### src/rtl/pingpong_bank_ctrl_if.sv
// Handshake and address bundle between the ping-pong bank controller and its
// producer/consumer stages. The slave modport is the controller's view.
interface pingpong_bank_ctrl_if #(
    parameter int NUM_BANKS = 2,
    parameter int AW        = 4
);
    localparam int BW = (NUM_BANKS > 2) ? $clog2(NUM_BANKS) : 1;

    logic              flush;
    logic              i_write;
    logic              t_read;
    logic [AW-1:0]     i_address0;
    logic [AW-1:0]     t_address0;
    logic [AW-1:0]     t_address1;
    logic [BW+AW-1:0]  i_phys_address0;
    logic [BW+AW-1:0]  t_phys_address0;
    logic [BW+AW-1:0]  t_phys_address1;
    logic [BW-1:0]     i_bank;
    logic [BW-1:0]     t_bank;
    logic              i_full_n;
    logic              t_empty_n;
    logic [BW:0]       count;
    logic              err_overflow;
    logic              err_underflow;

    modport master (
        output flush, i_write, t_read, i_address0, t_address0, t_address1,
        input  i_phys_address0, t_phys_address0, t_phys_address1,
               i_bank, t_bank, i_full_n, t_empty_n, count,
               err_overflow, err_underflow
    );

    modport slave (
        input  flush, i_write, t_read, i_address0, t_address0, t_address1,
        output i_phys_address0, t_phys_address0, t_phys_address1,
               i_bank, t_bank, i_full_n, t_empty_n, count,
               err_overflow, err_underflow
    );
endinterface

### src/rtl/pingpong_bank_ctrl.sv
// Bank-token tracker for a multi-bank channel memory: writer and reader each own
// a bank, commits/releases move tokens, and local addresses map to physical ones.
module pingpong_bank_ctrl #(
    parameter int NUM_BANKS = 2,
    parameter int AW        = 4
) (
    input  logic                 ap_clk,
    input  logic                 ap_rst_n,
    pingpong_bank_ctrl_if.slave  bus
);
    localparam int BW = (NUM_BANKS > 2) ? $clog2(NUM_BANKS) : 1;

    localparam logic [BW-1:0] PTR_LAST = BW'(NUM_BANKS - 1);
    localparam logic [BW-1:0] PTR_ONE  = BW'(1);
    localparam logic [BW:0]   CNT_FULL = (BW+1)'(NUM_BANKS);
    localparam logic [BW:0]   CNT_ONE  = (BW+1)'(1);

    logic [BW-1:0] r_wptr;
    logic [BW-1:0] r_rptr;
    logic [BW:0]   r_cnt;
    logic          r_full_n;
    logic          r_empty_n;
    logic          r_err_ovf;
    logic          r_err_unf;

    logic          w_wr_ok;
    logic          w_rd_ok;
    logic [BW-1:0] w_wptr_nxt;
    logic [BW-1:0] w_rptr_nxt;
    logic [BW:0]   w_cnt_nxt;
    logic          w_ovf_nxt;
    logic          w_unf_nxt;

    logic [BW+AW-1:0] w_i_phys0;
    logic [BW+AW-1:0] w_t_phys0;
    logic [BW+AW-1:0] w_t_phys1;

    // Wrap by explicit compare so non-power-of-two bank counts work.
    function automatic logic [BW-1:0] ptr_inc(input logic [BW-1:0] p);
        return (p == PTR_LAST) ? '0 : p + PTR_ONE;
    endfunction

    assign w_wr_ok = bus.i_write & r_full_n;
    assign w_rd_ok = bus.t_read  & r_empty_n;

    always_comb begin
        w_wptr_nxt = r_wptr;
        w_rptr_nxt = r_rptr;
        w_cnt_nxt  = r_cnt;
        w_ovf_nxt  = r_err_ovf;
        w_unf_nxt  = r_err_unf;
        if (bus.flush) begin
            w_wptr_nxt = '0;
            w_rptr_nxt = '0;
            w_cnt_nxt  = '0;
        end else begin
            if (w_wr_ok) w_wptr_nxt = ptr_inc(r_wptr);
            if (w_rd_ok) w_rptr_nxt = ptr_inc(r_rptr);
            if (w_wr_ok && !w_rd_ok)      w_cnt_nxt = r_cnt + CNT_ONE;
            else if (!w_wr_ok && w_rd_ok) w_cnt_nxt = r_cnt - CNT_ONE;
            if (bus.i_write && !r_full_n)  w_ovf_nxt = 1'b1;
            if (bus.t_read  && !r_empty_n) w_unf_nxt = 1'b1;
        end
    end

    // Flags come from the next count so stages see them one cycle after a pulse.
    always_ff @(posedge ap_clk) begin
        if (!ap_rst_n) begin
            r_wptr    <= '0;
            r_rptr    <= '0;
            r_cnt     <= '0;
            r_full_n  <= 1'b1;
            r_empty_n <= 1'b0;
            r_err_ovf <= 1'b0;
            r_err_unf <= 1'b0;
        end else begin
            r_wptr    <= w_wptr_nxt;
            r_rptr    <= w_rptr_nxt;
            r_cnt     <= w_cnt_nxt;
            r_full_n  <= (w_cnt_nxt != CNT_FULL);
            r_empty_n <= (w_cnt_nxt != '0);
            r_err_ovf <= w_ovf_nxt;
            r_err_unf <= w_unf_nxt;
        end
    end

    assign w_i_phys0 = {r_wptr, bus.i_address0};
    assign w_t_phys0 = {r_rptr, bus.t_address0};
    assign w_t_phys1 = {r_rptr, bus.t_address1};

    assign bus.i_phys_address0 = w_i_phys0;
    assign bus.t_phys_address0 = w_t_phys0;
    assign bus.t_phys_address1 = w_t_phys1;
    assign bus.i_bank          = r_wptr;
    assign bus.t_bank          = r_rptr;
    assign bus.i_full_n        = r_full_n;
    assign bus.t_empty_n       = r_empty_n;
    assign bus.count           = r_cnt;
    assign bus.err_overflow    = r_err_ovf;
    assign bus.err_underflow   = r_err_unf;
endmodule

### src/flat_wrapper.sv
// flat-port wrapper written by rule: the top's interface ports become plain ports
module pingpong_bank_ctrl_flat 
#(
    parameter int NUM_BANKS = 2,
    parameter int AW        = 4
)
  (ap_clk, ap_rst_n, bus_flush, bus_i_write, bus_t_read, bus_i_address0, bus_t_address0, bus_t_address1, bus_i_phys_address0, bus_t_phys_address0, bus_t_phys_address1, bus_i_bank, bus_t_bank, bus_i_full_n, bus_t_empty_n, bus_count, bus_err_overflow, bus_err_underflow);
  pingpong_bank_ctrl_if #(.NUM_BANKS(NUM_BANKS), .AW(AW)) bus_i ();
  input  logic ap_clk;
  input  logic ap_rst_n;
  input wire logic [$bits(bus_i.flush)-1:0] bus_flush;
  input wire logic [$bits(bus_i.i_write)-1:0] bus_i_write;
  input wire logic [$bits(bus_i.t_read)-1:0] bus_t_read;
  input wire logic [$bits(bus_i.i_address0)-1:0] bus_i_address0;
  input wire logic [$bits(bus_i.t_address0)-1:0] bus_t_address0;
  input wire logic [$bits(bus_i.t_address1)-1:0] bus_t_address1;
  output wire logic [$bits(bus_i.i_phys_address0)-1:0] bus_i_phys_address0;
  output wire logic [$bits(bus_i.t_phys_address0)-1:0] bus_t_phys_address0;
  output wire logic [$bits(bus_i.t_phys_address1)-1:0] bus_t_phys_address1;
  output wire logic [$bits(bus_i.i_bank)-1:0] bus_i_bank;
  output wire logic [$bits(bus_i.t_bank)-1:0] bus_t_bank;
  output wire logic [$bits(bus_i.i_full_n)-1:0] bus_i_full_n;
  output wire logic [$bits(bus_i.t_empty_n)-1:0] bus_t_empty_n;
  output wire logic [$bits(bus_i.count)-1:0] bus_count;
  output wire logic [$bits(bus_i.err_overflow)-1:0] bus_err_overflow;
  output wire logic [$bits(bus_i.err_underflow)-1:0] bus_err_underflow;
  assign bus_i.flush = bus_flush;
  assign bus_i.i_write = bus_i_write;
  assign bus_i.t_read = bus_t_read;
  assign bus_i.i_address0 = bus_i_address0;
  assign bus_i.t_address0 = bus_t_address0;
  assign bus_i.t_address1 = bus_t_address1;
  assign bus_i_phys_address0 = bus_i.i_phys_address0;
  assign bus_t_phys_address0 = bus_i.t_phys_address0;
  assign bus_t_phys_address1 = bus_i.t_phys_address1;
  assign bus_i_bank = bus_i.i_bank;
  assign bus_t_bank = bus_i.t_bank;
  assign bus_i_full_n = bus_i.i_full_n;
  assign bus_t_empty_n = bus_i.t_empty_n;
  assign bus_count = bus_i.count;
  assign bus_err_overflow = bus_i.err_overflow;
  assign bus_err_underflow = bus_i.err_underflow;
  pingpong_bank_ctrl #(.NUM_BANKS(NUM_BANKS), .AW(AW)) u_core (.ap_clk(ap_clk), .ap_rst_n(ap_rst_n), .bus(bus_i));
endmodule
### config.mk
export PLATFORM = sky130hd
export DESIGN_NAME = pingpong_bank_ctrl_flat
export DESIGN_NICKNAME = d
export VERILOG_FILES = /design/src/rtl/pingpong_bank_ctrl_if.sv /design/src/rtl/pingpong_bank_ctrl.sv /design/src/flat_wrapper.sv
export SDC_FILE = /design/constraint.sdc
export NUM_CORES = 1
export LEC_CHECK = 0
export ABC_AREA = 1
export CAP_MARGIN = 5
export CELL_PAD_IN_SITES_DETAIL_PLACEMENT = 0
export CELL_PAD_IN_SITES_GLOBAL_PLACEMENT = 2
export CORE_UTILIZATION = 15
export DETAILED_ROUTE_END_ITERATION = 7
export PLACE_DENSITY_LB_ADDON = 0.1
export SYNTH_ARGS = -nofsm -noshare
export SYNTH_HDL_FRONTEND = slang
export SYNTH_SLANG_ARGS = --single-unit
### constraint.sdc
create_clock -name ap_clk -period 1.2 [get_ports ap_clk]
set_input_delay 0.24 -clock ap_clk [delete_from_list [all_inputs] [get_ports ap_clk]]
set_output_delay 0.24 -clock ap_clk [all_outputs]
set_load 0.05 [all_outputs]
==> impl_results.md <==
* Syn Inst Count at 63
* Via-to-Cell Ratio at ~3.2
* Post-Route WL at between 1000 and 1500 um
* Worst-margin pin slew at between 0.2 and 0.25 ns
* Height of the die at 58.60 um
* CTS sink count at 8
* Post-Synth Adder-Cell Area at 0
* Clock skew at 0.004589 ns
* Setup Buffers After CTS at 0
* Routed Antenna Nets at 0
* I/O pins at 40
* Slew Limit Fails at 0
* Crit path max fanout at 4
* Routability-driven placement congestion ratio at 0.6428
* Slack of the worst reg-to-reg path at ~0.18 ns
* Crit. Startpoint: bus_t_read
* Critical Path RT at 1.35 ns
* Clock Root Buffer: clkbuf_4
* HPWL after DPL at around 870 um
* Post-synthesis register bit count at 8
* H-tree depth at 1
* Compound-Gate Fraction of Synth Area at 0.05208
* Non-filler cells, final at ~110
* CTS tree: yes
* Max Cap Violations at 0
* Simple logic cell fraction of the synthesized area at 0.3177
* DR pass1 iterations at 2
* Buf/Inv on CP at 2
* Yosys cell types at 14
* First-pass GRT wire length at 1621 um
* Largest net degree at the start of global routing at 8
* CP Capture Type: flop
* Tmin final at 1.105 ns
* Die span in x at 58.60 um
* Ant diodes at 0
* CTS Buf Count at 3
* Peak VDD IR at ~250 uV
* Max frequency at 905.0 MHz
* Worst rel slew slack at 0.8510
* Layout cells sized above 1 at 0.4714
* Sequential-to-total area share from yosys stat at 0.3333
* Placed insts at ~110
* Routed via count at 370
* Hold path startpoint: bus_i_write
* Post-synthesis mux area share at 0
* Largest family of logic cells by synthesized area: simple AND/OR/NAND/NOR gates
* Drc violations at 0
* Reg clk slew, reported paths at 0.06 ns
* Mapped Nets at 80
* First DRT Iteration DRCs at 7
* Multi-input gate area at 187.7 um^2
* Fin. Hold Viols at 0
* Startpoint types: primary input
* CP most frequent cell: nand2_2
* Clk buf depth at 2
* Status: complete, no violations
* Post-Synthesis Cell Area at around 480 um^2
* Clock insertion delay at the later pin of the skew report at ~0.25 ns
* Critical-path top delay cell: clkdlybuf4s50_1
* NumNets Final at between 80 and 90
* Synth warnings at 0
* Placeable Area at ~3100 um^2
* Synthesis-to-layout area growth at 56.77%
* Final setup viols at 0
* Vias in the first global route at 347
* Crit Reg-Reg Startpoint: u_core.bus.i_full_n
* Xor/xnor share of the synthesized area at 0
* Max stage delay on crit path at between 0.5 and 0.6 ns
* PwrDens at about 970 nW/um^2
* Grt total ovfl at 0
* Initial antenna violation count at 0
* Leak pwr at 0.3437 nW
* Worst path cell trace: clkdlybuf4s50_1 -> nand2_4 -> inv_2 -> nand2_2 -> nand3_2 -> nand2_2 -> nor2_2 -> nand2_1
* Tot Pwr at roughly 0.73 mW
* # fillers at 361
* Hold Path Class: in -> reg
* Fin crit share at 0.9208
* Port buffer count at 15
* Average routed wire per standard cell at 9.211 um
* CP Class: in -> reg
* Placed cell area at approximately 720 um^2
* Core Rows at 20
* RSZ-0062 raised after global routing: false
* Post-route design area at 753.2 um^2
* GRT Total Usage at 0.06823
* Die area at about 3400 um^2
* Starting density of the core at 0.1574
* Mean area per synthesized cell at ~7.6 um^2
* FF/Latch Area at between 150 and 200 um^2
* Fin util at 0.2467
* Largest delay share family, worst path: buffers and inverters
* WP data arrival at about 1.3 ns
[logic make-up (layout without fill, tap and decap cells)]
kind of cell,Yosys count,count (layout)
simple gates,27,27
buf+inv,23,30
flops,8,8
compound gates,5,5
[synthesized netlist by cell type (all sizes together)]
master | number | area, um^2
o21ai | 2 | 10.01
a21oi | 3 | 15.01
nand2 | 19 | 86.33
buf | 15 | 112.6
nor2 | 2 | 26.28
nand3 | 4 | 25.02
nand3b | 2 | 15.01
inv | 8 | 30.03
dfxtp | 8 | 160.2
[per-stage QoR]
stage,setup WS (ns),hold WS [ns],setup TNS [ns]
floorplan,0.02724,0.3505,0
global placement,-0.2239,0.4703,-1.192
detailed placement,-0.2171,0.4765,-1.060
CTS,0.06039,0.4803,0
global route,0.01794,0.3602,0
finish,0.09498,0.3510,0
[worst register-to-register path: stages, from the launching register on]
cell,delay [ns]
dfxtp_2,0.40
nand2_2,0.09
nand2_2,0.09
nand2_2,0.07
nand3_2,0.07
nand2_2,0.05
nor2_2,0.09
nand2_1,0.05
[layout make-up]
cell class	count	area share
sequential	8	0.2193
multi-input combinational	32	0.2492
timing repair buffer	19	0.3887
inverter	8	0.03987
tap	44	0.07309
clock buffer	3	0.02990
[final timing paths]
kind         cells past startpoint                       to
max                              8      u_core.bus.i_full_n
min                              3  u_core.bus.err_overflow
max reg2reg                      7      u_core.bus.i_full_n
min reg2reg                      2  u_core.bus.err_overflow
[registers in the layout, summed over array words and instances, names as in the netlist]
name                      flops
u_core.bus.err_underflow      1
u_core.bus.t_bank             1
u_core.bus.t_empty_n          1
u_core.bus.err_overflow       1
u_core.bus.count              2
u_core.bus.i_bank             1
u_core.bus.i_full_n           1
[what timing repair did]
action,CTS,global route
resized for setup,1,4
hold buffers,0,0
setup endpoints to repair,2,3
cloned,0,0
[where the power goes]
group          internal, mW  switching, mW  leakage [nW]
clock                 0.115         0.0951        0.0138
combinational         0.103          0.112         0.264
sequential            0.281         0.0214        0.0661
[routing by layer]
layer,global-route usage,share of wire,vias up
met5,0,0,-
met4,0.06463,0.022,0
met3,0.02198,0.059,2
met2,0.09524,0.48,14
met1,0.08155,0.43,156
li1,-,-,198
[layout by cell type (no fill, tap or decap)]
cell,n
nand3_2,2
nand2_1,13
nand3_1,2
nand2_4,1
dlymetal6s2s_1,1
buf_4,4
inv_2,1
inv_1,7
a21oi_1,3
clkdlybuf4s50_1,3
nor2_8,1
clkbuf_4,3
nand2_2,5
buf_12,11
dfxtp_2,4
nand3b_1,2
nor2_2,1
dfxtp_1,4
o21ai_0,2
Power figures use the tool's default switching activity.
